$ cat config.mk
export PLATFORM = sky130hd
export DESIGN_NAME = w452_ifq_flat
export DESIGN_NICKNAME = d
export VERILOG_FILES = /design/src/rtl/w452_ifq_if.sv /design/src/rtl/w452_ifq.sv /design/src/flat_wrapper.sv
export SDC_FILE = /design/constraint.sdc
export NUM_CORES = 1
export LEC_CHECK = 0
export BUFFER_PORTS_ARGS = -buffer_cell sky130_fd_sc_hd__buf_4
export CAP_MARGIN = 10
export CORE_MARGIN = 3
export CORE_UTILIZATION = 52
export CTS_CLUSTER_DIAMETER = 50
export DETAILED_ROUTE_END_ITERATION = 16
export PLACE_DENSITY = 0.76
export SETUP_SLACK_MARGIN = 0.05
export SLEW_MARGIN = 40
export SYNTH_ARGS = -nofsm -noshare
export SYNTH_HDL_FRONTEND = slang
export SYNTH_SLANG_ARGS = --single-unit
$ cat constraint.sdc
create_clock -name clk -period 2.5 [get_ports clk]
set_input_delay 0.25 -clock clk [delete_from_list [all_inputs] [get_ports clk]]
set_output_delay 0.25 -clock clk [all_outputs]
set_load 0.005 [all_outputs]
$ cat src/rtl/w452_ifq_if.sv
// Bundles the w452 fetch-queue signals.
// The master side is the queue; the slave side is instruction memory plus the consuming core.
interface w452_ifq_if #(
    parameter int DEPTH = 4
);
    localparam int CW = $clog2(DEPTH) + 1;

    logic [30:0]   mem_rd0_addr;
    logic [15:0]   mem_rd0_data;
    logic          fetch_en;
    logic          redirect_valid;
    logic [30:0]   redirect_pc;
    logic          instr_valid;
    logic [15:0]   instr;
    logic [30:0]   instr_pc;
    logic          instr_ready;
    logic [CW-1:0] count;

    modport master (
        output mem_rd0_addr, instr_valid, instr, instr_pc, count,
        input  mem_rd0_data, fetch_en, redirect_valid, redirect_pc, instr_ready
    );

    modport slave (
        input  mem_rd0_addr, instr_valid, instr, instr_pc, count,
        output mem_rd0_data, fetch_en, redirect_valid, redirect_pc, instr_ready
    );
endinterface

$ cat src/rtl/w452_ifq.sv
// Instruction fetch queue: streams halfwords from mem_rd0 into a small FIFO tagged with their address.
// A redirect flushes the queue and restarts fetch at a new address.
module w452_ifq #(
    parameter int          DEPTH    = 4,
    parameter logic [30:0] RESET_PC = 31'h0
) (
    input logic          clk,
    input logic          reset,
    w452_ifq_if.master   bus
);
    localparam int PW = $clog2(DEPTH);
    localparam int CW = PW + 1;

    logic [46:0]   entries_q [DEPTH];
    logic [PW-1:0] rdPtr_q, rdPtr_d;
    logic [PW-1:0] wrPtr_q, wrPtr_d;
    logic [CW-1:0] count_q, count_d;
    logic [30:0]   fetchPc_q, fetchPc_d;
    logic          notEmpty, notFull, push, pop;
    logic [46:0]   headEntry;

    // A full queue may still accept a push in the same cycle it pops.
    always_comb begin
        notEmpty  = (count_q != '0);
        notFull   = (count_q < CW'(DEPTH));
        pop       = notEmpty & bus.instr_ready & ~bus.redirect_valid;
        push      = bus.fetch_en & ~bus.redirect_valid & (notFull | pop);
        rdPtr_d   = rdPtr_q;
        wrPtr_d   = wrPtr_q;
        count_d   = count_q;
        fetchPc_d = fetchPc_q;
        if (bus.redirect_valid) begin
            rdPtr_d   = '0;
            wrPtr_d   = '0;
            count_d   = '0;
            fetchPc_d = bus.redirect_pc;
        end else begin
            if (push) begin
                wrPtr_d   = wrPtr_q + PW'(1);
                fetchPc_d = fetchPc_q + 31'd1;
            end
            if (pop) begin
                rdPtr_d = rdPtr_q + PW'(1);
            end
            case ({push, pop})
                2'b10:   count_d = count_q + CW'(1);
                2'b01:   count_d = count_q - CW'(1);
                default: count_d = count_q;
            endcase
        end
    end

    always_ff @(posedge clk or posedge reset) begin
        if (reset) begin
            rdPtr_q   <= '0;
            wrPtr_q   <= '0;
            count_q   <= '0;
            fetchPc_q <= RESET_PC;
        end else begin
            rdPtr_q   <= rdPtr_d;
            wrPtr_q   <= wrPtr_d;
            count_q   <= count_d;
            fetchPc_q <= fetchPc_d;
        end
    end

    // Storage needs no reset; occupancy alone decides which entries are meaningful.
    always_ff @(posedge clk) begin
        if (push) begin
            entries_q[wrPtr_q] <= {bus.mem_rd0_data, fetchPc_q};
        end
    end

    always_comb begin
        headEntry        = entries_q[rdPtr_q];
        bus.mem_rd0_addr = fetchPc_q;
        bus.instr_valid  = notEmpty;
        bus.instr        = notEmpty ? headEntry[46:31] : 16'h0;
        bus.instr_pc     = notEmpty ? headEntry[30:0]  : 31'h0;
        bus.count        = count_q;
    end
endmodule

$ cat src/flat_wrapper.sv
// flat-port wrapper written by rule: the top's interface ports become plain ports
module w452_ifq_flat 
#(
    parameter int          DEPTH    = 4,
    parameter logic [30:0] RESET_PC = 31'h0
)
  (clk, reset, bus_mem_rd0_addr, bus_instr_valid, bus_instr, bus_instr_pc, bus_count, bus_mem_rd0_data, bus_fetch_en, bus_redirect_valid, bus_redirect_pc, bus_instr_ready);
  w452_ifq_if #(.DEPTH(DEPTH)) bus_i ();
  input logic clk;
  input logic reset;
  output wire logic [$bits(bus_i.mem_rd0_addr)-1:0] bus_mem_rd0_addr;
  output wire logic [$bits(bus_i.instr_valid)-1:0] bus_instr_valid;
  output wire logic [$bits(bus_i.instr)-1:0] bus_instr;
  output wire logic [$bits(bus_i.instr_pc)-1:0] bus_instr_pc;
  output wire logic [$bits(bus_i.count)-1:0] bus_count;
  input wire logic [$bits(bus_i.mem_rd0_data)-1:0] bus_mem_rd0_data;
  input wire logic [$bits(bus_i.fetch_en)-1:0] bus_fetch_en;
  input wire logic [$bits(bus_i.redirect_valid)-1:0] bus_redirect_valid;
  input wire logic [$bits(bus_i.redirect_pc)-1:0] bus_redirect_pc;
  input wire logic [$bits(bus_i.instr_ready)-1:0] bus_instr_ready;
  assign bus_mem_rd0_addr = bus_i.mem_rd0_addr;
  assign bus_instr_valid = bus_i.instr_valid;
  assign bus_instr = bus_i.instr;
  assign bus_instr_pc = bus_i.instr_pc;
  assign bus_count = bus_i.count;
  assign bus_i.mem_rd0_data = bus_mem_rd0_data;
  assign bus_i.fetch_en = bus_fetch_en;
  assign bus_i.redirect_valid = bus_redirect_valid;
  assign bus_i.redirect_pc = bus_redirect_pc;
  assign bus_i.instr_ready = bus_instr_ready;
  w452_ifq #(.DEPTH(DEPTH), .RESET_PC(RESET_PC)) u_core (.clk(clk), .reset(reset), .bus(bus_i));
endmodule
Word level (Yosys, flattened, before mapping)
Memories as Yosys holds them, arrays and structs flattened.
Cells that the tools add are included.
Word-level totals
  flip-flop bits (word level): 38
  bits in writable memories: 188
  word-level logic and storage cells: 35
  memories: 1
Cells by class
  add/subtract/negate cells: 5
  order comparisons: 1
  equality and inequality tests: 2
  mux-type cells: 12
  bitwise operators: 6
  reduce and logical (&&, ||, !) cells: 4
Memory list
  u_core.entries_q: words 4, width 47, rd ports 1, clocked after memory_dff 0, wr ports 1, RTL line w452_ifq.sv:14  | logic [46:0] entries_q [DEPTH];
Operator list (number)
  2-to-1 mux 31 bit: 3
  adder 31 x 1 -> 31 bit, second input constant: 1
  2-to-1 mux 16 bit: 1
  2-to-1 mux 2 bit: 4
  case mux 3 bit (2 select lines): 1
  nonzero test 3 bit: 2
  adder 2 x 1 -> 2 bit, second input constant: 2
  AND 1 bit: 4
  nonzero test 2 bit: 2
  adder 3 x 1 -> 3 bit, second input constant: 1
  less-than comparator 3 bit, second input constant: 1
  2-to-1 mux 3 bit: 1
  subtractor 3 x 1 -> 3 bit, second input constant: 1
  == test 2 x 1 -> 1 bit, second input constant: 1
  == test 2 bit, second input constant: 1
  2-to-1 mux 1 bit: 2
  inverter 1 bit: 1
  bitwise OR 1 bit: 1

Depth between registers and ports, before layout
  word-level depth: 8
  mapped depth: 11

Worst setup path before layout
OpenSTA, ideal clock, no wires.
  kind: in2reg
  from: input bus_fetch_en
  to: memory u_core.entries_q[0][0], enable pin
  arrival: 2.170 ns
  data required time: 2.091 ns
  path slack: -0.079 ns
  stages: 5
  path through: clkbuf_1 > clkbuf_1 > nand2_1 > nor2_1 > and2_1
Between the ends
  word-level cells in the longest chain between the ends: 4
RTL lines
  start, declared: RTL line flat_wrapper.sv:17  | input wire logic [$bits(bus_i.fetch_en)-1:0] bus_fetch_en;
  AND 1 bit (2 in series): RTL line w452_ifq.sv:27  | push = bus.fetch_en & ~bus.redirect_valid & (notFull | pop);
  2-to-1 mux 1 bit: RTL line w452_ifq.sv:69  | if (push) begin
  2-to-1 mux 1 bit (implied by the code): RTL line w452_ifq.sv:70  | entries_q[wrPtr_q] <= {bus.mem_rd0_data, fetchPc_q};
  end, declared: RTL line w452_ifq.sv:14
Every way passes these cells.

Final worst setup path
  from: register u_core.rdPtr_q[1]
  to: output bus_instr_pc[4]
Between the ends
  word-level cells in the longest chain between the ends: 2
RTL lines
  start, declared: RTL line w452_ifq.sv:15  | logic [PW-1:0] rdPtr_q, rdPtr_d;
  start signal, assigned: RTL line w452_ifq.sv:60  | rdPtr_q <= rdPtr_d;
  memory (4 x 47 bit)
  2-to-1 mux 31 bit: RTL line w452_ifq.sv:79  | bus.instr_pc = notEmpty ? headEntry[30:0] : 31'h0;
  end, declared: RTL line flat_wrapper.sv:14  | output wire logic [$bits(bus_i.instr_pc)-1:0] bus_instr_pc;
Every way passes these cells.

==> results.txt <==
In this run the horizontal extent of the chip is 141 um. Tracing the worst setup path back leads to its startpoint at u_core.rdPtr_q[1]$_DFFE_PP0P_. For the worst setup path, the data arrival time is 2140 ps. After synthesis, flip-flops and latches occupy 70.1% of the total area.

Buffers placed on the I/O ports in this run total 133. The critical path goes through buf_12, mux4_2, and2_1, buf_4. TritonCTS built the clock tree. For the worst-skew pair, the clock arrives at the later sink with an insertion delay of 510 ps. The clock net in this run drives a total of 226 sinks. After layout, the worst path uses 95.6% of the clock period.

By startpoint and endpoint, the worst setup path is classified as reg2out. Across the run, the number of max-cap violations was 0. Along the worst path, the maximum fanout reaches 25.

The repair_antennas step left the layout with diodes totalling 0. For this run the aggregate overflow at the end of global routing stands at 0. Leading area contributor after synthesis: edfxtp_1. Setup violations remaining at the end of the flow were counted as 0. The mean instance size in the synthesized netlist is 16.6 um^2, and the total iterations of the first detailed-routing run is 5.

The maximum number of buffers from clock root to sink is 3, and the growth of design area from synthesis to finish is 28.5%. The logs give 5764 for the number of vias in the routed layout and 0 for the number of antenna violations at the first check in global routing. After routing the design area is 12100 um^2. The top cell type by area accounts for 60.0% of the synthesized area.

For this run, the leading register cell type out of synthesis is edfxtp_1. For the synthesized instance count, the log shows 567. Endpoint kind of the worst setup timing path: an output pin.

For this configuration, the core starts out at a cell density of 53.9%. The largest individual stage delay along the critical path comes from the cell dfrtp_2. The I/O pin count is 134, and the remaining max-slew budget at the tightest pin is 53.0%. STA classifies the critical path startpoint as a register. The post-detailed-placement half-perimeter wirelength is 13000 um.

For this run, the post-layout net count is 823. The routed design has 21400 um of wire. For the count of filler cells inserted in the layout, the log shows 1126.

The number of global-route vias before repair was 6025; the via density per instance was 5.73. Proportion of synthesized flip-flops having asynchronous set or reset: 16.8%. After clock tree synthesis, the clock-pin slew on the worst setup and hold paths is 60 ps.

By instance count, the leading cell after synthesis is edfxtp_1. The worst hold slack was 32.9 ps; the number of warning messages in the yosys log was 0. The max-slew violation count was 0; the average wire length per cell after detail routing was 21.3 um. In the routed design, unresolved DRC markers number 0. Global routing consumed, over all layers together, 22.0% of the routing resources.

Measured along the y axis, the die boundary spans 141 um. For the cell leakage power, the log shows 4.36 nW. Across the routed clock network, the largest skew measured is 15.4 ps.

The total count of hold-check failures in the final report is 0. The final estimated routing congestion in global placement was 0.812. The flow ran to the end, and the final reports show no timing, DRC or antenna violations. For this design the ratio of total power to cell area is 785 nW/um^2. The tools report the cell total after placement as 916. The total clock buffers created by CTS was 22; the largest net degree at the start of global routing was 64.

The first global-routing pass estimated 33800 um of wire. The ratio of cells with drive above 1 in the final layout was 32.1%. The cell sitting at the root of the clock tree is a clkbuf_16.

Setup repair after global routing left no endpoint under its margin. The tools report the number of different library cells in the post-synthesis netlist as 42. The floorplan has 48 rows. The tools report the H-tree depth reported by CTS as 1. The tools report the cell area after synthesis as 9410 um^2.

The number of gates resized after CTS was 0. After synthesis the netlist holds a flip-flop and latch count of 226. The number of enable-type register cells in the synthesized netlist came out at 188. Once placement finished, the instance area stood at 10800 um^2.

By area the synthesized netlist is led by edfxtp_1, mux4_2, dfrtp_1. Launch instance of the worst min-delay path: bus_instr_ready. Overall power consumption after layout is estimated at 9.50 mW. The commonest cells after synthesis are edfxtp_1, and2_1, nand2_1, mux4_2, dfrtp_1.

Counting I/O delays and the setup requirement, the final critical path takes 2390 ps. At the pin with the least slew margin, the transition time is 704 ps. The finished layout holds 1006 standard cells, fillers aside. After floorplanning, the core was sized to cover 17500 um^2.

The worst hold path belongs to the class in2reg. Number of nets in the synthesized netlist: 625. The run gives 0.541 mV as the maximum VDD drop. The tools report the launching point of the worst reg2reg path as u_core.bus.count[2]$_DFFE_PP0P_. The logs give 2250 ps for the required time of the critical path and 415 for the iteration-0 DRC count of the detailed router. The final setup TNS was 0 ps; the remaining antenna violation count was 0. Delay of the slowest cell on the worst path: 690 ps. The die covers 19700 um^2. Highest clock frequency the design can meet: 419 MHz.
-- critical path, delay by kind of cell (launching register included) --
kind,cells,cell delay [ps]
and+or+nand+nor,1,200
buffers and inverters,2,410
muxes,1,310
DFF,1,690
-- per-layer routing --
metal / track usage (%) / wire length, um / vias up / part of all wire, %
met2: 37.9 / 11100 / 209 / 52
met4: 7.34 / 564 / 0 / 2.6
li1: - / - / 2570 / -
met3: 3.52 / 1370 / 45 / 6.4
met1: 28.9 / 8390 / 2940 / 39
met5: 0 / 0 / - / 0
-- layout make-up --
class | instances | area [um^2] | area share (%)
Clock buffer | 30 | 622 | 5.14
Clock inverter | 10 | 150 | 1.24
Inverter | 5 | 18.8 | 0.155
Multi-Input combinational cell | 304 | 2660 | 22.0
Sequential cell | 226 | 6600 | 54.6
Tap cell | 225 | 282 | 2.33
Timing Repair Buffer | 206 | 1770 | 14.6
-- where the power goes --
group	switching, mW	internal, mW
Combinational	0.680	0.862
Clock	1.34	2.15
Sequential	0.170	4.29
-- kinds of logic after synthesis --
family                     Yosys count  synth area share (%)
AOI/OAI and AO/OA                   43                  2.54
xor gates and xnor gates            30                  2.79
adders and majority gates            6                 0.877
buffers and inverters               37                  1.75
DFF                                226                  70.1
muxes                               51                  11.7
and+or+nand+nor                    174                  10.3
-- stage by stage --
| stage | worst slack (ps) | util [%] |
|---|---|---|
| after floorplan | 204 | - |
| after global placement | 362 | 62.0 |
| after detailed placement | 245 | 62.0 |
| after CTS | 92.5 | 69.2 |
| after global routing | 57.0 | 69.2 |
| final | 111 | 69.2 |
-- sequential cells by signal (all words and copies together) (netlist names) --
register,count
u_core.bus.mem_rd0_addr,31
u_core.entries_q,188
u_core.bus.count,3
u_core.rdPtr_q,2
u_core.wrPtr_q,2
-- placed cells by master (no fill, tap or decap), types with 2 or more instances in the layout --
cell type	n
nor4_1	12
nor2_1	12
and2_1	49
dlygate4sd3_1	48
o21ai_0	29
nand2_1	48
clkbuf_16	23
edfxtp_1	188
or3_1	2
and4_1	7
mux2i_1	3
clkinv_1	2
mux4_2	47
inv_1	5
dfrtp_1	36
clkbuf_8	2
buf_12	8
and3_1	4
nand4_1	6
xnor2_1	23
bufinv_16	4
xor2_1	7
clkbuf_1	5
buf_4	150
and2_2	4
clkinv_2	3
ha_1	5
o31a_1	2
nand3_1	10
nor3_1	8
a21oi_1	7
-- timing repair --
item	CTS	global route
setup endpoints to repair	34	0
setup buffers	2	0
endpoints found under the hold margin	111	0
hold buffers	48	0
-- worst paths after layout --
path                                                          end  slack, ps  depth (start not counted)
max                                               bus_instr_pc[4]        110                          4
min                               u_core.bus.count[0]$_DFFE_PP0P_         30                          2
max reg2reg                       u_core.bus.count[2]$_DFFE_PP0P_        230                          6
min reg2reg                         u_core.wrPtr_q[1]$_DFFE_PP0P_        590                          2
max in group asynchronous  u_core.bus.mem_rd0_addr[5]$_DFFE_PP0P_       1400                          4
min in group asynchronous           u_core.wrPtr_q[1]$_DFFE_PP0P_        420                          3
No activity file was read; power rests on OpenSTA's default activity.
